===== config.mk =====
export PLATFORM = sky130hd
export DESIGN_NAME = dmem_arbiter
export DESIGN_NICKNAME = d
export VERILOG_FILES = /design/src/rtl/dmem_arbiter_pkg.sv /design/src/rtl/dmem_arbiter_rr_arbiter.sv /design/src/rtl/dmem_arbiter.sv
export SDC_FILE = /design/constraint.sdc
export NUM_CORES = 1
export LEC_CHECK = 0
export ABC_AREA = 1
export BUFFER_PORTS_ARGS = -buffer_cell sky130_fd_sc_hd__buf_4
export CORE_UTILIZATION = 44
export DETAILED_ROUTE_END_ITERATION = 8
export PLACE_DENSITY_LB_ADDON = 0.05
export SYNTH_ARGS = -nofsm -noshare
export SYNTH_HDL_FRONTEND = slang
export SYNTH_SLANG_ARGS = --single-unit

===== constraint.sdc =====
create_clock -name clk -period 2.75 [get_ports clk]
set_input_delay 0.55 -clock clk [delete_from_list [all_inputs] [get_ports clk]]
set_output_delay 0.55 -clock clk [all_outputs]
set_load 0.01 [all_outputs]

===== src/rtl/dmem_arbiter_pkg.sv =====
// Shared definitions for the data-memory arbiter: FSM state encoding and memory geometry.
package dmem_arbiter_pkg;

  typedef enum logic [1:0] {
    ST_IDLE   = 2'd0,
    ST_ACCESS = 2'd1,
    ST_RESP   = 2'd2
  } state_e;

  localparam int unsigned WORD_BYTES        = 4;
  localparam int unsigned MEM_BYTES_DEFAULT = 256;
  localparam int unsigned DATA_W            = 32;

endpackage


===== src/rtl/dmem_arbiter_rr_arbiter.sv =====
// Combinational round-robin picker: the search starts one past the last granted port.
module rr_arbiter #(
  parameter int unsigned N_REQ = 2
) (
  input  logic [N_REQ-1:0]         req,
  input  logic [$clog2(N_REQ)-1:0] last,
  input  logic                     en,
  output logic [N_REQ-1:0]         grant,
  output logic [$clog2(N_REQ)-1:0] id
);

  localparam int unsigned ID_W = $clog2(N_REQ);

  int unsigned idx;
  logic        found;

  always_comb begin
    grant = '0;
    id    = '0;
    found = 1'b0;
    idx   = 0;
    if (en) begin
      for (int unsigned k = 1; k <= N_REQ; k++) begin
        idx = (32'(last) + k) % N_REQ;
        if (!found && req[idx[ID_W-1:0]]) begin
          found                 = 1'b1;
          grant[idx[ID_W-1:0]]  = 1'b1;
          id                    = idx[ID_W-1:0];
        end
      end
    end
  end

endmodule


===== src/rtl/dmem_arbiter.sv =====
// Round-robin arbiter sharing one big-endian word-wide data memory between N_REQ ports.
module dmem_arbiter
  import dmem_arbiter_pkg::*;
#(
  parameter int unsigned N_REQ     = 2,
  parameter int unsigned ADDR_W    = 32,
  parameter int unsigned MEM_BYTES = MEM_BYTES_DEFAULT
) (
  input  logic                    clk,
  input  logic                    rst_n,
  input  logic [N_REQ-1:0]        req,
  input  logic [N_REQ-1:0]        we,
  input  logic [N_REQ*ADDR_W-1:0] addr,
  input  logic [N_REQ*DATA_W-1:0] wdata,
  output logic [N_REQ-1:0]        ack,
  output logic                    err,
  output logic [DATA_W-1:0]       rdata,
  output logic                    busy,
  output logic [31:0]             mem_a,
  output logic [DATA_W-1:0]       mem_wd,
  output logic                    mem_we,
  input  logic [DATA_W-1:0]       mem_rd
);

  localparam int unsigned ID_W = $clog2(N_REQ);
  localparam logic [ADDR_W-1:0] LAST_WORD = ADDR_W'(MEM_BYTES - WORD_BYTES);

  state_e              state_q, state_d;
  logic [ID_W-1:0]     last_q, last_d;
  logic [ID_W-1:0]     id_q, id_d;
  logic [ADDR_W-1:0]   addr_q, addr_d;
  logic [DATA_W-1:0]   wdata_q, wdata_d;
  logic                we_q, we_d;
  logic                bad_q, bad_d;
  logic                err_q, err_d;
  logic [DATA_W-1:0]   rdata_q, rdata_d;

  logic [N_REQ-1:0]    grant;
  logic [ID_W-1:0]     gnt_id;
  logic [ADDR_W-1:0]   sel_addr;

  rr_arbiter #(.N_REQ(N_REQ)) u_rr (
    .req   (req),
    .last  (last_q),
    .en    (state_q == ST_IDLE),
    .grant (grant),
    .id    (gnt_id)
  );

  assign sel_addr = addr[32'(gnt_id)*ADDR_W +: ADDR_W];

  always_comb begin
    state_d = state_q;
    last_d  = last_q;
    id_d    = id_q;
    addr_d  = addr_q;
    wdata_d = wdata_q;
    we_d    = we_q;
    bad_d   = bad_q;
    err_d   = err_q;
    rdata_d = rdata_q;
    unique case (state_q)
      ST_IDLE: begin
        if (|grant) begin
          id_d    = gnt_id;
          last_d  = gnt_id;
          addr_d  = sel_addr;
          wdata_d = wdata[32'(gnt_id)*DATA_W +: DATA_W];
          we_d    = we[gnt_id];
          bad_d   = (sel_addr[1:0] != 2'b00) || (sel_addr > LAST_WORD);
          state_d = ST_ACCESS;
        end
      end
      ST_ACCESS: begin
        err_d   = bad_q;
        rdata_d = (!we_q && !bad_q) ? mem_rd : '0;
        state_d = ST_RESP;
      end
      ST_RESP: begin
        // Response is only meaningful alongside ack, so clear it on the way back to IDLE.
        err_d   = 1'b0;
        rdata_d = '0;
        state_d = ST_IDLE;
      end
      default: state_d = ST_IDLE;
    endcase
  end

  always_ff @(posedge clk or negedge rst_n) begin
    if (!rst_n) begin
      state_q <= ST_IDLE;
      last_q  <= ID_W'(N_REQ - 1);
      id_q    <= '0;
      addr_q  <= '0;
      wdata_q <= '0;
      we_q    <= 1'b0;
      bad_q   <= 1'b0;
      err_q   <= 1'b0;
      rdata_q <= '0;
    end else begin
      state_q <= state_d;
      last_q  <= last_d;
      id_q    <= id_d;
      addr_q  <= addr_d;
      wdata_q <= wdata_d;
      we_q    <= we_d;
      bad_q   <= bad_d;
      err_q   <= err_d;
      rdata_q <= rdata_d;
    end
  end

  always_comb begin
    ack     = '0;
    ack[id_q] = (state_q == ST_RESP);
  end

  assign err    = err_q;
  assign rdata  = rdata_q;
  assign busy   = (state_q != ST_IDLE);
  assign mem_a  = (state_q == ST_ACCESS && !bad_q) ? 32'(addr_q) : '0;
  assign mem_wd = (state_q == ST_ACCESS) ? wdata_q : '0;
  assign mem_we = (state_q == ST_ACCESS) && we_q && !bad_q;

endmodule


Word level (Yosys, flattened, before mapping)

Index checks and enable logic that the tools add are counted.

Add/subtract/negate cells: 2
Reductions and logical operators: 18
Mux-type cells: 28
Equality and inequality tests: 3
$lt $le $gt $ge: 8
Shift-type cells: 2
Bitwise gates (word level): 2
Divide/modulo/power cells: 0
Multiply operators: 0

Operators with widths:

| cell                  | number |
|---|---|
| $shiftx A64 B7 Y32    | 2 |
| $mux W32              | 3 |
| $pmux W32 S2          | 1 |
| $gt A32 B8 Y1 const B | 1 |
| $mux W1               | 14 |
| $mux W2               | 5 |
| $logic_and A1 B1 Y1   | 8 |
| $lt A1 B2 Y1 const B  | 4 |
| $reduce_bool A2 Y1    | 3 |
| $pmux W2 S2           | 1 |
| $demux W1 S1          | 3 |
| $ge A1 B1 Y1 const B  | 3 |
| $logic_not A1 Y1      | 3 |
| $add A1 B1 Y1 const B | 2 |
| $and A2 B2 Y2         | 1 |
| $eq A2 B1 Y1 const B  | 1 |
| $eq A2 B2 Y1 const B  | 1 |
| $logic_not A2 Y1      | 1 |
| $ne A2 B2 Y1 const B  | 1 |
| $or A2 B2 Y2          | 1 |
| $pmux W1 S2           | 1 |
| $reduce_and A2 Y1     | 1 |
| $reduce_or A2 Y1      | 1 |
| $logic_or A1 B1 Y1    | 1 |

Bits of input ports: 166
Bits in latches: 0
Bits in writable memories: 0
Memories: 0
Word-level logic and storage cells: 72
Register bits after elaboration: 103
Output and inout bits: 101
Memory bits (read-only): 0

Logic depth before layout (Yosys ltp)

Gate-level depths: netlist of run 1.

Depth after elaboration: 13
Mapped depth: 14
Gate-level depth less buffers: 13

By module

Synthesis of run 1 repeated with hierarchy kept, for this count alone.

Cell total of the unflattened synthesis: 722
Area, all modules: 5283.8 sq um

By module, submodules not included:

| module       | cells each | times used | area each (sq um) |
|---|---|---|---|
| dmem_arbiter | 716        | 1          | 5257.5 |
| rr_arbiter   | 6          | 1          | 26.3 |

Least setup slack after synthesis of run 1

Ideal clock, no wire load.

Path kind: register -> output
Start: register state_q[1]
End: output port mem_a[10]
Cell stages (with the launch flop): 7
Path slack: 0.887 ns
Required time: 2.200 ns
Arrival: 1.313 ns
Path through: dfrtp_1 -> inv_1 -> ha_1 -> clkbuf_1 -> nand2_1 -> clkbuf_1 -> nor2_1

Cells in the longest elaborated chain, start to end: 3

RTL lines:

| what                   | RTL line            | source |
|---|---|---|
| start, declared        | dmem_arbiter.sv:28  | `state_e state_q, state_d;` |
| start signal, assigned | dmem_arbiter.sv:101 | `state_q <= state_d;` |
| $eq A2 B1 Y1           | dmem_arbiter.sv:121 | `assign mem_a = (state_q == ST_ACCESS && !bad_q) ? 32'(addr_q) : '0;` |
| $logic_and A1 B1 Y1    | dmem_arbiter.sv:121 |  |
| $mux W32               | dmem_arbiter.sv:121 |  |
| end, declared          | dmem_arbiter.sv:19  | `output logic [31:0] mem_a,` |

Every way passes these cells.

Final worst setup path of run 1

Start: register state_q[1]
End: output port mem_we

Cells in the longest elaborated chain, start to end: 3

RTL lines:

| what                              | RTL line            | source |
|---|---|---|
| $eq A2 B1 Y1                      | dmem_arbiter.sv:123 | `assign mem_we = (state_q == ST_ACCESS) && we_q && !bad_q;` |
| $logic_and A1 B1 Y1 (2 in series) | dmem_arbiter.sv:123 |  |
| end, declared                     | dmem_arbiter.sv:21  | `output logic mem_we,` |

Every way passes these cells.

==> results of run 1 <==
==> worst paths after layout <==
kind / start / end / slack, ns / depth (start not counted)
max: state_q[1]$_DFFE_PN0P_ / mem_we / 0.25 / 6
min in group clk: mem_rd[11] / rdata[11]$_DFFE_PN0P_ / 0.45 / 3
max in group asynchronous: rst_n / last_q$_DFFE_PN1P_ / 1.75 / 2
min: rst_n / addr_q[22]$_DFFE_PN0P_ / 0.21 / 1
max reg2reg: state_q[0]$_DFFE_PN0P_ / bad_q$_DFFE_PN0P_ / 0.41 / 13
min reg2reg: last_q$_DFFE_PN1P_ / last_q$_DFFE_PN1P_ / 0.47 / 2
==> area by class of cell <==
type	instances	area, µm²
timing repair buffer	277	2100
tap	143	179
clock inverter	5	36.3
inverter	153	574
sequential	103	2580
multi-input combinational	422	1920
clock buffer	10	229
fill	1065	3940
==> worst max-delay path, delay by kind of cell, from the launching register on <==
| kind | cells | cell delay (ns) |
|---|---|---|
| buf+inv | 3 | 0.63 |
| flops | 1 | 0.38 |
| fa+ha+maj | 1 | 0.20 |
| simple gates | 2 | 0.40 |
==> per-stage QoR <==
step / area, µm² / power [mW] / utilization [%] / std cells / hold slack (ns)
5_1_grt: 7620 / 6.88 / 65.9 / 1113 / 0.256
4_1_cts: 7620 / 6.39 / 65.9 / 1113 / 0.229
6_report: 7620 / 6.33 / 65.9 / 1113 / 0.208
3_3_place_gp: 7360 / 5.11 / 63.6 / 1098 / 0.460
3_5_place_dp: 7360 / 5.21 / 63.6 / 1098 / 0.462
2_1_floorplan: 5270 / 4.12 / - / 720 / 0.254
==> cell families after synthesis <==
family | count (synthesis)
buf+inv | 195
compound gates | 145
fa+ha+maj | 5
flops | 103
simple gates | 272
==> power groups by stage <==
stage | Clock [mW] | Sequential, mW | Combinational, mW
finish | 1.16 | 2.27 | 2.89
global route | 1.26 | 2.34 | 3.28
CTS | 1.20 | 2.27 | 2.92
detailed placement | 0 | 2.30 | 2.91
global placement | 0 | 2.27 | 2.84
floorplan | 0 | 2.24 | 1.88
==> synthesized netlist by cell type, drive strengths merged <==
cell,count
buf,20
nor2,91
clkbuf,22
inv,153
o22ai,39
dfrtp,102
nand3,14
a21oi,65
o21ai,41
nand4,1
nand3b,1
nand2,165
dfstp,1
ha,5
==> layer usage <==
| metal | vias up | track usage [%] |
|---|---|---|
| met1 | 2541 | 30.1 |
| met2 | 206 | 45.5 |
| li1 | 2681 | - |
| met5 | - | 0 |
| met3 | 27 | 6.64 |
| met4 | 0 | 10.3 |
==> flip-flops by register name, indices dropped and copies added, names as in the netlist <==
signal,cells
addr_q,32
last_q,1
rdata,32
we_q,1
err,1
state_q,2
bad_q,1
wdata_q,32
id_q,1
==> cells in the final DEF, fill, tap and decap left out <==
master,n
nand2_2,3
dfstp_2,1
a21oi_1,65
buf_4,275
o21ai_2,4
o22ai_1,39
nand4_1,1
o21ai_1,2
ha_1,5
dfrtp_1,102
inv_1,151
nand2_4,1
o21ai_0,35
nor2_1,90
nand2_1,161
clkbuf_1,1
inv_2,2
nor2_4,1
nand3b_1,1
clkbuf_16,9
nand3_1,14
clkinv_2,2
clkinv_4,3
buf_12,2
==> flow_summary.yaml, run 1 <==
layout:
  nets: 1137
  num_antenna_cells: 0
  drive_gt1_share_pct: 31.2
  area_growth_pct: 44.6
timing:
  skew_ns: 0.00689
  max_slew_margin_pct: 58.9
  rsz0062_at_grt: "false"
  finalCriticalPeriod_ns: 2.50
  finalCritPeriodShare_pct: 90.9
  tns_ns: 0
  timing_hold_violations_final: 0
  setup_viol: 0
  worst_slack_ns: 0.250
  drv_slew: 0
  worstMarginPinSlew_ns: 0.617
  timing.fmax_mhz: 400
route:
  wl_per_cell_um: 14.0
  dr.pass1.iters: 7
  wl_met3_mm: 1.19
  drtIter0Drc: 319
  highest_layer: "met4"
  dr_total_vias: 5455
  wl_met2_mm: 7.84
  drc: 16
  wl_mm: 15.5
  vias_per_cell: 4.90
  wl_met1_mm: 6.14
  antenna_left: 0
yosys:
  yosys.area.top_type: "dfrtp_1"
  synth_cells: 720
  synth_fa_ha_area_share_pct: 1.19
  synth-seq-cells: 103
  synthMuxAreaShare_pct: 0
  synth_seq_area_share_pct: 48.9
  avgSynthCellArea_um2: 7.32
  syn_nets: 891
  syn_area_mm2: 0.00527
  synth_top_family_by_area: "simple AND/OR/NAND/NOR gates"
  yosys_warnings: 0
  synth_simple_gate_area_share_pct: 20.1
  synth_top_area_share_pct: 48.4
  synth_area_leaders: "dfrtp_1, nand2_1, inv_1, nor2_1, a21oi_1"
  synth_xor_area_share_pct: 0
  synth-compound-area-share_pct: 15.0
  synthDistinctLibCells: 21
global_route:
  grt_pass1_vias: 5446
  grt_pass1_wl_mm: 25.7
  antenna_found_initial: 0
  grt_max_degree: 58
  gr-total-overflow: 0
  grt_usage_pct: 25.8
power_and_ir_drop:
  p_switching_mw: 2.58
  p_clk_share_pct: 18.4
  sw_frac_of_total_pct: 40.7
  power_frac_comb_pct: 45.7
  intPower_mw: 3.75
  power.density_mw_per_mm2: 831
  p_leak_nw: 4.31
  vdd_drop_max_mv: 0.412
  sequentialPowerShare_pct: 35.9
die:
  die_h_um: 111
  initial_core_util_pct: 45.6
  core_mm2: 0.0116
  chipWidth_um: 111
  dieArea_mm2: 0.0124
  num_rows: 39
  ios: 267
clock_network:
  clock_latency_ns: 0.34
  post_cts_buffers: 0
  numCtsBuffers: 9
  cts_tree: "done"
  clockBufferDepth: 2
  root_buffer: "clkbuf_16"
  clock_sinks: 103
  cts_resized: 0
  ctsHoldBuffers: 0
  clkTransAtPathRegs_ns: 0.07
  h-tree-depth: 3
setup_path:
  cp_slowest_cell: "dfrtp_1"
  crit_path_cell_trace: "inv_1 -> ha_1 -> nand2_1 -> buf_4 -> nor2_1 -> buf_4"
  worstSetupPathType: "reg2out"
  crit_required_ns: 2.20
  crit_fanout: 22
  crit_path_end_kind: "primary output"
  startpoint_type: "flip-flop"
  cp_data_arrival_time_ns: 1.95
  path_common_cell: "buf_4"
  max_stage_delay_ns: 0.38
job:
  drv_cap: 0
placement:
  place_ws_ns: 0.435
  place_hpwl_mm: 11.8
  io_buffers: 266
  gp_congestion: 0.884
run_status:
  status: "finished, violations left"
  violations: "design-rule violations"
worst_hold_path:
  hp-class: "in2async"
Power figures use the tool's default switching activity.
==> run 2, diff against run 1 <==
--- a/config.mk
+++ b/config.mk
@@ -7,7 +7,9 @@
 export LEC_CHECK = 0
 export ABC_AREA = 1
 export BUFFER_PORTS_ARGS = -buffer_cell sky130_fd_sc_hd__buf_4
-export CORE_UTILIZATION = 44
+export CELL_PAD_IN_SITES_DETAIL_PLACEMENT = 1
+export CELL_PAD_IN_SITES_GLOBAL_PLACEMENT = 1
+export CORE_UTILIZATION = 34
 export DETAILED_ROUTE_END_ITERATION = 8
 export PLACE_DENSITY_LB_ADDON = 0.05
 export SYNTH_ARGS = -nofsm -noshare
==> flow_summary.yaml, run 2 (synthesized netlist as in run 1, its figures left out) <==
layout:
  multi_input_area_mm2: 0.00192
  final_cell_mix: "buf_4, nand2_1, inv_1, dfrtp_1, nor2_1"
  num_antenna_cells: 0
  nFillCells: 1928
  seqCellArea_mm2: 0.00258
  final_common_cell: "buf_4"
  finalCoreUtilization_pct: 51.0
  area_growth_pct: 46.5
  drive_gt1_share_pct: 31.4
  nets: 1140
  stdcell_area_mm2: 0.00772
route:
  wl_mm: 18.1
  vias_per_cell: 4.75
  antenna_left: 0
  drc: 0
  dr.pass1.iters: 4
  dr_total_vias: 5518
  wl_per_cell_um: 15.6
  drtIter0Drc: 133
setup_path:
  reg2reg_depth: 13
  rr_endpoint: "bad_q$_DFFE_PN0P_"
  crit_path_cell_trace: "inv_1 -> ha_1 -> nand2_1 -> buf_4 -> nor2_1 -> buf_4"
  crit_required_ns: 2.20
  max_stage_delay_ns: 0.39
  crit_path_end_kind: "primary output"
  timing.rr.start: "state_q[0]$_DFFE_PN0P_"
  startpoint_type: "flip-flop"
  cp_slowest_cell: "dfrtp_1"
  rrSetupSlack_ns: 0.34
  crit_fanout: 16
  worstSetupStartpoint: "state_q[1]$_DFFE_PN0P_"
  cp_data_arrival_time_ns: 1.92
  worstSetupPathType: "reg2out"
  path_common_cell: "buf_4"
die:
  core_mm2: 0.0151
  chipWidth_um: 127
  dieArea_mm2: 0.0160
  initial_core_util_pct: 34.8
  ios: 267
  die_h_um: 127
  num_rows: 45
power_and_ir_drop:
  power.density_mw_per_mm2: 846
  vdd_drop_max_mv: 0.324
  p_leak_nw: 4.33
clock_network:
  cts_resized: 0
  clock_sinks: 103
  h-tree-depth: 3
  numCtsBuffers: 9
  clkTransAtPathRegs_ns: 0.07
  ctsHoldBuffers: 0
  cts_tree: "done"
  clockBufferDepth: 2
  post_cts_buffers: 0
  clock_latency_ns: 0.35
  root_buffer: "clkbuf_16"
timing:
  timing.fmax_mhz: 405
  tns_ns: 0
  timing_hold_violations_final: 0
  max_slew_margin_pct: 55.2
  skew_ns: 0.00600
  rsz0062_at_grt: "false"
  finalCriticalPeriod_ns: 2.47
  worstMarginPinSlew_ns: 0.672
  finalCritPeriodShare_pct: 89.7
  drv_slew: 0
  whs_ns: 0.217
  setup_viol: 0
placement:
  place_hpwl_mm: 13.7
  gp_congestion: 0.800
  placed_cell_area_mm2: 0.00743
  io_buffers: 266
global_route:
  grt_max_degree: 54
  antenna_found_initial: 0
  grt_usage_pct: 23.2
  gr-total-overflow: 0
  grt_pass1_vias: 5869
  grt_pass1_wl_mm: 28.9
worst_hold_path:
  hp-class: "in2async"
job:
  drv_cap: 0
run_status:
  status: "completed"
-- run 2: cell count changes in the layout (fill, tap and decap cells not counted), sizes merged --
cell and delta:
clkbuf +4, clkinv -5, buf +3, clkinvlp +2
-- run 2: worst max path at each step --
stage,endpoint,slack (ns),cells past startpoint
after floorplan,mem_a[10],0.89,6
after global placement,bad_q$_DFFE_PN0P_,0.52,13
after detailed placement,bad_q$_DFFE_PN0P_,0.36,13
after CTS,mem_a[22],0.24,6
after global routing,bad_q$_DFFE_PN0P_,0.14,13
final,mem_a[30],0.28,6
-- run 2: layout make-up --
type	count	area share, %
Tap cell	188	3.05
Inverter	153	7.44
Clock buffer	14	3.55
Multi-Input combinational cell	422	24.9
Clock inverter	2	0.194
Sequential cell	103	33.4
Timing Repair Buffer	280	27.5
-- run 2: report_power, final --
part / leakage, nW / switching, mW / internal [mW]
Combinational: 2.92 / 1.89 / 1.11
Sequential: 1.27 / 0.244 / 2.04
Clock: 0.135 / 0.561 / 0.690
Total: 4.33 / 2.69 / 3.84
-- run 2: per-layer routing --
| layer | track usage (%) | routed length, µm | vias up | share of wire, % |
|---|---|---|---|---|
| met5 | 0 | 0 | - | 0 |
| met4 | 7.94 | 324 | 0 | 1.8 |
| met3 | 6.79 | 1420 | 22 | 7.8 |
| met2 | 42.4 | 9310 | 180 | 51 |
| met1 | 25.5 | 7080 | 2634 | 39 |
| li1 | - | - | 2682 | - |
-- run 2: worst max-delay path: cells and delay by family (launching register included) --
family	cells	cell delay, ns
buffers and inverters	3	0.58
flip-flops	1	0.39
AND/OR/NAND/NOR	2	0.39
adder cells (fa/ha/maj)	1	0.20
-- run 2: stage by stage --
stage	power, mW	std cells	worst slack, ns
6_report	6.53	1162	0.284
5_1_grt	7.06	1162	0.135
3_3_place_gp	5.18	1146	0.518
3_5_place_dp	5.34	1146	0.363
2_1_floorplan	4.12	720	0.887
4_1_cts	6.61	1162	0.245
==> run 3, diff against run 2 <==
--- a/config.mk
+++ b/config.mk
@@ -11,7 +11,9 @@
 export CELL_PAD_IN_SITES_GLOBAL_PLACEMENT = 1
 export CORE_UTILIZATION = 34
 export DETAILED_ROUTE_END_ITERATION = 8
+export HOLD_SLACK_MARGIN = 0.05
 export PLACE_DENSITY_LB_ADDON = 0.05
+export RECOVER_POWER = 25
 export SYNTH_ARGS = -nofsm -noshare
 export SYNTH_HDL_FRONTEND = slang
 export SYNTH_SLANG_ARGS = --single-unit
==> flow_summary.yaml, run 3 (synthesized netlist as in run 1, its figures left out) <==
run_status:
  status: "completed"
layout:
  area_growth_pct: 46.2
  nets: 1140
  num_antenna_cells: 0
  drive_gt1_share_pct: 31.4
  final_cell_mix: "buf_4, nand2_1, inv_1, dfrtp_1, nor2_1"
  final_common_cell: "buf_4"
setup_path:
  worstSetupPathType: "reg2out"
  cp_data_arrival_time_ns: 1.92
  crit_required_ns: 2.20
  crit_fanout: 16
  crit_path_end_kind: "primary output"
  startpoint_type: "flip-flop"
clock_network:
  post_cts_buffers: 0
  cts_resized: 0
  clock_sinks: 103
  ctsHoldBuffers: 0
  h-tree-depth: 3
  cts_tree: "done"
  clockBufferDepth: 2
  clkTransAtPathRegs_ns: 0.07
  numCtsBuffers: 9
  clock_latency_ns: 0.35
  root_buffer: "clkbuf_16"
route:
  wl_per_cell_um: 15.6
  wl_mm: 18.1
  vias_per_cell: 4.74
  dr_total_vias: 5512
  drc: 0
  drtIter0Drc: 133
  antenna_left: 0
  dr.pass1.iters: 4
power_and_ir_drop:
  vdd_drop_max_mv: 0.324
  power.density_mw_per_mm2: 847
  p_leak_nw: 4.32
die:
  chipWidth_um: 127
  ios: 267
  die_h_um: 127
  dieArea_mm2: 0.0160
  num_rows: 45
  initial_core_util_pct: 34.8
  core_mm2: 0.0151
timing:
  rsz0062_at_grt: "false"
  worstMarginPinSlew_ns: 1.27
  finalCritPeriodShare_pct: 89.7
  whs_ns: 0.450
  skew_ns: 0.00600
  tns_ns: 0
  max_slew_margin_pct: 15.0
  drv_slew: 0
  setup_viol: 0
  timing.fmax_mhz: 405
  worst_slack_ns: 0.284
  timing_hold_violations_final: 0
  finalCriticalPeriod_ns: 2.47
placement:
  io_buffers: 266
  gp_congestion: 0.800
  place_hpwl_mm: 13.7
  place_ws_ns: 0.363
global_route:
  grt_usage_pct: 23.2
  grt_max_degree: 54
  grt_pass1_wl_mm: 28.9
  grt_pass1_vias: 5869
  antenna_found_initial: 0
  gr-total-overflow: 0
worst_hold_path:
  hp-class: "in2async"
job:
  drv_cap: 0
[run 3: cell types whose count changed in the layout (fill, tap and decap cells not counted)]
cell / change
buf_4: -1
buf_12: -1
clkbuf_2: +2
[run 3: metal layers]
layer	share of wire, %	vias up	GRT usage, %
li1	-	2684	-
met1	39	2628	25.5
met2	51	178	42.4
met3	7.8	22	6.79
met4	1.8	0	7.94
met5	0	-	0
[run 3: final timing paths]
path                            depth (start not counted)                      end                   start  slack (ns)
max in group asynchronous                               2  wdata_q[23]$_DFFE_PN0P_                   rst_n        0.64
min in group clk                                        3    rdata[11]$_DFFE_PN0P_              mem_rd[11]        0.45
worst min-delay path                                    1   addr_q[12]$_DFFE_PN0P_                   rst_n        0.45
worst max register to register                         13        bad_q$_DFFE_PN0P_  state_q[0]$_DFFE_PN0P_        0.34
worst min register to register                          2   addr_q[28]$_DFFE_PN0P_  addr_q[28]$_DFFE_PN0P_        0.49
worst max-delay path                                    6                mem_a[30]  state_q[1]$_DFFE_PN0P_        0.28
[run 3: layout make-up]
| cell class | instances | area (µm²) |
|---|---|---|
| Clock inverter | 2 | 15.0 |
| Tap cell | 188 | 235 |
| Fill cell | 1931 | 7440 |
| Inverter | 153 | 574 |
| Clock buffer | 14 | 274 |
| Sequential cell | 103 | 2580 |
| Timing Repair Buffer | 280 | 2110 |
| Multi-Input combinational cell | 422 | 1920 |
[run 3: through the flow]
stage                     area (µm²)  utilization (%)  cells  total power, mW
after floorplan                 5270                -    720             4.12
after global placement          7430             49.1   1146             5.18
after detailed placement        7430             49.1   1146             5.34
after CTS                       7720             51.0   1162             6.61
after global routing            7710             50.9   1162             7.06
final                           7710             50.9   1162             6.53
[run 3: worst max-delay path, cell delays in order, from the launching register on]
cell and delay (ns):
dfrtp_1 0.39, inv_1 0.14, ha_1 0.20, nand2_1 0.25
buf_4 0.30, nor2_1 0.14, buf_4 0.14
[run 3: report_power, final]
| group | internal, mW | switching [mW] |
|---|---|---|
| sequential | 2.04 | 0.244 |
| clock | 0.690 | 0.560 |
| combinational | 1.11 | 1.88 |
| total | 3.84 | 2.69 |
